--- src/rtl/uart_tx.sv ---
// uart_tx: LSB-first async serializer driven by a 4x baud tick, with a one-word holding register.
// Define UART_TX_PARITY_EN to add a parity bit and the parity_odd_in port.
module uart_tx #(
    parameter int unsigned DATA_BITS = 8
) (
    input  logic                 clock_in,
    input  logic                 n_reset_in,
    input  logic                 tick_in,
    input  logic [DATA_BITS-1:0] data_in,
    input  logic                 valid_in,
    output logic                 ready_out,
    input  logic                 two_stop_in,
`ifdef UART_TX_PARITY_EN
    input  logic                 parity_odd_in,
`endif
    output logic                 tx_out,
    output logic                 busy_out
);

    typedef enum logic [2:0] {
        S_IDLE,
        S_START,
        S_DATA,
`ifdef UART_TX_PARITY_EN
        S_PARITY,
`endif
        S_STOP
    } state_t;

    localparam logic [2:0] IDX_LAST = 3'(DATA_BITS - 1);

    state_t               state_q, state_d;
    logic [1:0]           sub_q, sub_d;
    logic [2:0]           idx_q, idx_d;
    logic [DATA_BITS-1:0] shift_q, shift_d;
    logic [DATA_BITS-1:0] hold_q, hold_d;
    logic                 hold_full_q, hold_full_d;
    logic                 two_stop_q, two_stop_d;
    logic                 stop2_q, stop2_d;
    logic                 tx_q, tx_d;
`ifdef UART_TX_PARITY_EN
    logic                 parity_q, parity_d;
`endif

    logic accept;
    logic bit_end;
    logic load;

    always_comb begin
        state_d     = state_q;
        sub_d       = sub_q;
        idx_d       = idx_q;
        shift_d     = shift_q;
        hold_d      = hold_q;
        hold_full_d = hold_full_q;
        two_stop_d  = two_stop_q;
        stop2_d     = stop2_q;
        tx_d        = tx_q;
`ifdef UART_TX_PARITY_EN
        parity_d    = parity_q;
`endif
        load        = 1'b0;
        accept      = valid_in && !hold_full_q;
        bit_end     = tick_in && (sub_q == 2'd3);

        if (accept) begin
            hold_d      = data_in;
            hold_full_d = 1'b1;
        end

        if (tick_in && (state_q != S_IDLE)) begin
            sub_d = sub_q + 2'd1;
        end

        case (state_q)
            S_IDLE: begin
                if (tick_in && hold_full_q) begin
                    load = 1'b1;
                end
            end
            S_START: begin
                if (bit_end) begin
                    tx_d    = shift_q[0];
                    shift_d = {1'b0, shift_q[DATA_BITS-1:1]};
                    idx_d   = '0;
                    state_d = S_DATA;
                end
            end
            S_DATA: begin
                if (bit_end) begin
                    if (idx_q == IDX_LAST) begin
`ifdef UART_TX_PARITY_EN
                        tx_d    = parity_q;
                        state_d = S_PARITY;
`else
                        tx_d    = 1'b1;
                        stop2_d = two_stop_q;
                        state_d = S_STOP;
`endif
                    end else begin
                        idx_d   = idx_q + 3'd1;
                        tx_d    = shift_q[0];
                        shift_d = {1'b0, shift_q[DATA_BITS-1:1]};
                    end
                end
            end
`ifdef UART_TX_PARITY_EN
            S_PARITY: begin
                if (bit_end) begin
                    tx_d    = 1'b1;
                    stop2_d = two_stop_q;
                    state_d = S_STOP;
                end
            end
`endif
            S_STOP: begin
                // stop2_q marks a second stop bit still owed before the frame may end
                if (bit_end) begin
                    if (stop2_q) begin
                        stop2_d = 1'b0;
                    end else if (hold_full_q) begin
                        load = 1'b1;
                    end else begin
                        state_d = S_IDLE;
                    end
                end
            end
            default: begin
                state_d = S_IDLE;
                tx_d    = 1'b1;
            end
        endcase

        // load and accept are exclusive: load needs hold full, accept needs it empty
        if (load) begin
            shift_d     = hold_q;
            hold_full_d = 1'b0;
            two_stop_d  = two_stop_in;
`ifdef UART_TX_PARITY_EN
            parity_d    = (^hold_q) ^ parity_odd_in;
`endif
            tx_d        = 1'b0;
            sub_d       = '0;
            state_d     = S_START;
        end
    end

    always_ff @(posedge clock_in) begin
        if (!n_reset_in) begin
            state_q     <= S_IDLE;
            sub_q       <= '0;
            idx_q       <= '0;
            shift_q     <= '0;
            hold_q      <= '0;
            hold_full_q <= 1'b0;
            two_stop_q  <= 1'b0;
            stop2_q     <= 1'b0;
            tx_q        <= 1'b1;
`ifdef UART_TX_PARITY_EN
            parity_q    <= 1'b0;
`endif
        end else begin
            state_q     <= state_d;
            sub_q       <= sub_d;
            idx_q       <= idx_d;
            shift_q     <= shift_d;
            hold_q      <= hold_d;
            hold_full_q <= hold_full_d;
            two_stop_q  <= two_stop_d;
            stop2_q     <= stop2_d;
            tx_q        <= tx_d;
`ifdef UART_TX_PARITY_EN
            parity_q    <= parity_d;
`endif
        end
    end

    assign ready_out = !hold_full_q;
    assign busy_out  = (state_q != S_IDLE) || hold_full_q;
    assign tx_out    = tx_q;

endmodule

--- config.mk ---
export PLATFORM = sky130hd
export DESIGN_NAME = uart_tx
export DESIGN_NICKNAME = d
export VERILOG_FILES = /design/src/rtl/uart_tx.sv
export SDC_FILE = /design/constraint.sdc
export NUM_CORES = 1
export LEC_CHECK = 0
export ABC_AREA = 1
export CORE_ASPECT_RATIO = 0.6
export CORE_MARGIN = 1.5
export CORE_UTILIZATION = 34
export CTS_BUF_LIST = sky130_fd_sc_hd__clkbuf_8
export CTS_CLUSTER_DIAMETER = 50
export CTS_CLUSTER_SIZE = 16
export DETAILED_ROUTE_END_ITERATION = 10
export PLACE_DENSITY = 0.65
export SYNTH_ARGS = -nofsm -noshare
export SYNTH_HDL_FRONTEND = slang
export SYNTH_SLANG_ARGS = --single-unit
export TNS_END_PERCENT = 20
--- constraint.sdc ---
create_clock -name clock_in -period 1.4 [get_ports clock_in]
set_input_delay 0.35 -clock clock_in [delete_from_list [all_inputs] [get_ports clock_in]]
set_output_delay 0.35 -clock clock_in [all_outputs]
set_load 0.03 [all_outputs]
==> results of run 1 <==
kinds of logic after synthesis:
kind of cell	count (synthesis)	synth area share
compound gates	37	0.149
flops	27	0.407
buf+inv	29	0.0951
fa+ha+maj	7	0.0659
xor+xnor	1	0.00659
simple gates	83	0.277
path summary, 6_finish.rpt:
check	to	slack (ns)	cells after the start
max	busy_out	-0.13	5
min reg2reg	hold_q[0]	0.46	2
min	hold_q[0]	0.46	2
max reg2reg	shift_q[2]	-0.06	9
worst max-delay path, stage by stage, from the launching register on:
cell     delay [ns]
dfxtp_4        0.39
inv_4          0.05
ha_4           0.17
buf_6          0.12
nand2_4        0.05
buf_6          0.12
cell type report:
class / count / area (um^2)
fill: 385 / 1800
multi-input combinational: 128 / 769
sequential: 27 / 548
timing repair buffer: 40 / 393
inverter: 23 / 91.3
tap: 47 / 58.8
clock buffer: 3 / 41.3
clock inverter: 1 / 3.75
power groups by stage:
stage / sequential, W / clock (W) / combinational, W
after floorplan: 0.000975 / 0 / 0.000604
after global routing: 0.000977 / 0.000497 / 0.00147
final: 0.000962 / 0.000448 / 0.00134
after global placement: 0.000953 / 0 / 0.00104
after CTS: 0.000947 / 0.000460 / 0.00108
after detailed placement: 0.000958 / 0 / 0.00104
cells in the final DEF, fill, tap and decap left out:
cell type        netlist  final
nor2_1                11     10
clkdlybuf4s50_1        0     11
a21oi_1               21     19
nand2_4                2      3
ha_1                   7      2
nor3_1                 1      1
o21ai_2                0      3
dfxtp_2                0      3
clkinv_2               0      2
xor2_1                 1      1
nor2_4                 0      1
a21oi_2                2      4
nand2_8                0      1
o211a_1                1      1
nand2_2                4      6
ha_4                   0      4
buf_6                  2      5
dlygate4sd2_1          0      1
clkbuf_16              0      2
dfxtp_4                0      1
o21ai_0               12     10
inv_4                  0      1
buf_12                 0      1
buf_4                  0     19
nand2_1               43     39
inv_2                  2      4
nor2_2                 2      2
dfxtp_1               27     23
clkbuf_2               0      1
inv_1                 19     17
nand3_1               20     20
ha_2                   0      1
clkbuf_8               0      3
synth_stat cells:
cell / number / area [um^2]
nand2_1: 43 / 161
a21oi_2: 2 / 17.5
xor2_1: 1 / 8.76
clkbuf_1: 2 / 7.51
inv_1: 19 / 71.3
nand3_1: 20 / 100
nand2_2: 4 / 25.0
ha_1: 7 / 87.6
clkinv_1: 2 / 7.51
nor2_2: 2 / 12.5
buf_2: 2 / 10.0
dfxtp_1: 27 / 541
o211a_1: 1 / 10.0
o21ai_0: 12 / 60.1
o21ai_1: 1 / 5.00
nor2_1: 11 / 41.3
buf_6: 2 / 22.5
nor3_1: 1 / 5.00
nand2_4: 2 / 22.5
inv_2: 2 / 7.51
a21oi_1: 21 / 105
layer usage:
| metal | wire [um] | vias up | part of all wire | track usage |
|---|---|---|---|---|
| met5 | 0 | - | 0 | 0 |
| met4 | 25 | 0 | 0.0078 | 0.0410 |
| li1 | - | 666 | - | - |
| met3 | 248 | 5 | 0.078 | 0.0452 |
| met1 | 1760 | 508 | 0.55 | 0.232 |
| met2 | 1160 | 48 | 0.36 | 0.180 |
flip-flops by register name, summed over array words and instances, names as in the netlist:
name and cells:
hold_q 8, tx_out 1, sub_q 2, stop2_q 1
state_q 2, idx_q 3, two_stop_q 1, hold_full_q 1
shift_q 8
metrics by stage:
stage	utilization	instances	worst slack [ns]	TNS, ns	cell area, um^2
6_report	0.515	269	-0.126	-0.654	1910
5_1_grt	0.515	269	-0.167	-1.80	1910
2_1_floorplan	-	184	0.00535	0	1330
3_3_place_gp	0.452	262	-0.347	-5.67	1670
3_5_place_dp	0.452	262	-0.369	-6.06	1670
4_1_cts	0.475	266	-0.238	-1.18	1760
what timing repair did:
item	CTS	global route
gates resized for setup	16	27
setup endpoints to repair	19	20
gates cloned	0	2
buffers inserted	0	1
hold buffers	0	0
pin swaps	3	4
==> results.toml, run 1 <==
[worst_setup_path]
crit_required_ns = 1.05
worstSetupPathType = "reg2out"
r2r_start = "state_q[0]"
end_kind = "output port"
worstPathMaxFanout = 3
startpoint_type = "flip-flop"
crit_arrival_ns = 1.18
crit_start = "state_q[1]"

[die]
die_y_um = 51.4
die_w_um = 83.7
dieArea_um2 = 4300
core_um2 = 3700
start_util = 0.359
rows = 17
io_pins = 16

[pwr]
p_int_w = 0.00170
p_sw_w = 0.00104
power.density_nw_per_um2 = 1440
combinationalPowerShare = 0.487
switching_share = 0.380
ir_drop_mv = 0.834
power.total_w = 0.00275
p_clk_frac = 0.163
p_leak_nw = 0.826
p_seq_frac = 0.350

[final_layout]
antenna_cells = 0
area_growth_pct = 43.4
fin_nets = 243
layout-drive-gt1-share = 0.302

[timing]
maxSlewViolCount = 0
rsz0062_at_grt = "true"
timing.hold.ws_ns = 0.463
skew_ns = 0.0102
tightest_slew_ns = 0.447
fin_crit_ns = 1.53
relSlewSlack = 0.702
finalHoldViolCount = 0
fmax_mhz = 655
fin_crit_sh = 1.09
setup-violations-final = 12
worst_slack_ns = -0.126

[route]
firstDrtPassIters = 4
vias = 1227
via_per_inst = 4.56
wl_per_cell_um = 11.9
routed_wl_um = 3190
dr.first_iter.drc_count = 97
drc = 0
drtAntennaViolNets = 0

[cts]
cts_max_path_buffers = 2
insertion_delay_ns = 0.28
cts.sinks = 27
clk_pin_slew_ns = 0.10
htree_levels = 1
cts_tree = "yes"
cts-root-buf = "clkbuf_8"
cts_inserted_buffers = 3

[global_route]
grt_max_degree = 20
grt_util_all_layers = 0.146
grt_pass1_wl_um = 4820
antenna_found_initial = 0
first_global_vias = 982
grt-ovfl-total = 0

[place]
io_buffers = 15
place_congestion = 0.780
place_hpwl_um = 2230

[synth]
syn_inst = 184
syn-mean-instance-area_um2 = 7.22
ys_types = 21
yosys_warnings = 0
synth_nets = 204
ys_seq_area_frac = 0.407
syn_area_um2 = 1330
synth-seq-cells = 27

[outcome]
violations = "negative setup slack"
status = "finished with violations"

[run]
maxCapViolCount = 0

[min_path]
hold_class = "reg2reg"
min_from = "hold_q[0]"
Power figures use the tool's default switching activity.
==> inputs of run 2 (changes only) <==
- SETUP_SLACK_MARGIN: default -> 0.5
==> run 2 against run 1 <==
Net effect: the flow still finishes with violations (negative setup slack); final cell count up 1.5%; worst hold slack got worse by 0.0013 ns; critical path type unchanged; highest routed layer unchanged; power increased by 6.7%; die area unchanged; sequential share of layout area fell by 0.85 points.
==> results.toml, run 2 (synthesized netlist as in run 1, its figures left out) <==
[die]
core_um2 = 3700
dieArea_um2 = 4300
rows = 17
start_util = 0.359
die_w_um = 83.7
die_y_um = 51.4
io_pins = 16

[global_route]
grt-ovfl-total = 0
grt_pass1_wl_um = 5320
antenna_found_initial = 0
grt_max_degree = 21
grt_util_all_layers = 0.162
first_global_vias = 1146

[route]
top_layer = "met4"
routed_wl_um = 3100
wl_met3_um = 173
drc = 0
drtAntennaViolNets = 0
wl_met1_um = 1630
vias = 1247
firstDrtPassIters = 4
via_per_inst = 4.57
met2_wirelength_um = 1240
wl_per_cell_um = 11.3
dr.first_iter.drc_count = 74

[pwr]
power.density_nw_per_um2 = 1470
ir_drop_mv = 0.765
power.total_w = 0.00293
p_leak_nw = 0.840

[place]
place_hpwl_um = 2150
placed_area_um2 = 1750
post-place-cells = 261
place_congestion = 0.815
place_ws_ns = -0.408
io_buffers = 15

[timing]
setup_tns_ns = -0.817
worst_slack_ns = -0.113
skew_ns = 0.00837
finalHoldViolCount = 0
fin_crit_ns = 1.51
fmax_mhz = 661
fin_crit_sh = 1.08
tightest_slew_ns = 0.179
maxSlewViolCount = 0
relSlewSlack = 0.881
setup-violations-final = 13
rsz0062_at_grt = "true"

[run]
maxCapViolCount = 0

[worst_setup_path]
worstPathMaxFanout = 3
crit_required_ns = 1.05
end_kind = "output port"
startpoint_type = "flip-flop"
crit_arrival_ns = 1.16
worstSetupPathType = "reg2out"

[cts]
insertion_delay_ns = 0.29
cts_inserted_buffers = 3
htree_levels = 1
cts.hold.buffers_added = 0
cts_max_path_buffers = 2
clk_pin_slew_ns = 0.10
cts_tree = "yes"
cts-root-buf = "clkbuf_8"
cts.sinks = 27

[final_layout]
antenna_cells = 0
final_common_cell = "nand2_1"
reg_top3 = "hold_q x8, shift_q x8, idx_q x3"
fin_nets = 247
most-common-layout-cells = "nand2_1 (35), buf_4 (24), dfxtp_1 (21)"
instances_no_fill = 273
area_growth_pct = 49.8
fin_area_um2 = 1990
fillers = 367
layout-drive-gt1-share = 0.376

[outcome]
status = "finished with violations"
violations = "negative setup slack"

[min_path]
hold_class = "reg2reg"
## run 2: final timing paths
kind,start,to,slack [ns],cells after the start
max reg2reg,state_q[0],shift_q[3],-0.09,11
min reg2reg,hold_q[2],hold_q[2],0.46,2
min,hold_q[2],hold_q[2],0.46,2
max,state_q[1],busy_out,-0.11,5
## run 2: power breakdown
part | switching, W | internal, W
sequential | 0.0000816 | 0.000896
combinational | 0.000776 | 0.000704
clock | 0.000264 | 0.000210
total | 0.00112 | 0.00181
## run 2: what timing repair did
item,CTS,global route
buffers inserted,7,1
endpoints found under the setup margin,30,29
gates resized for setup,41,18
pin swaps,19,11
## run 2: layout make-up
type                            count  area (um^2)  share of cell area
Sequential cell                    27          556               0.279
Inverter                           23          104              0.0522
Timing Repair Buffer               44          404               0.203
Clock inverter                      1         8.76             0.00440
Clock buffer                        3         41.3              0.0207
Tap cell                           47         58.8              0.0295
Multi-Input combinational cell    128          818               0.411
## run 2: critical path, stage by stage (launching register included)
cell,delay (ns)
dfxtp_4,0.38
inv_4,0.04
ha_4,0.17
buf_6,0.11
nand2_2,0.05
buf_6,0.12
## run 2: layer usage
layer,vias up,GRT usage
met4,0,0.0683
met1,540,0.234
met5,-,0
li1,676,-
met2,26,0.223
met3,5,0.0468
## run 2: metrics by stage
stage           util  hold slack, ns
3_5_place_dp   0.472           0.450
6_report       0.538           0.461
2_1_floorplan      -           0.429
5_1_grt        0.538           0.480
4_1_cts        0.519           0.465
3_3_place_gp   0.472           0.444
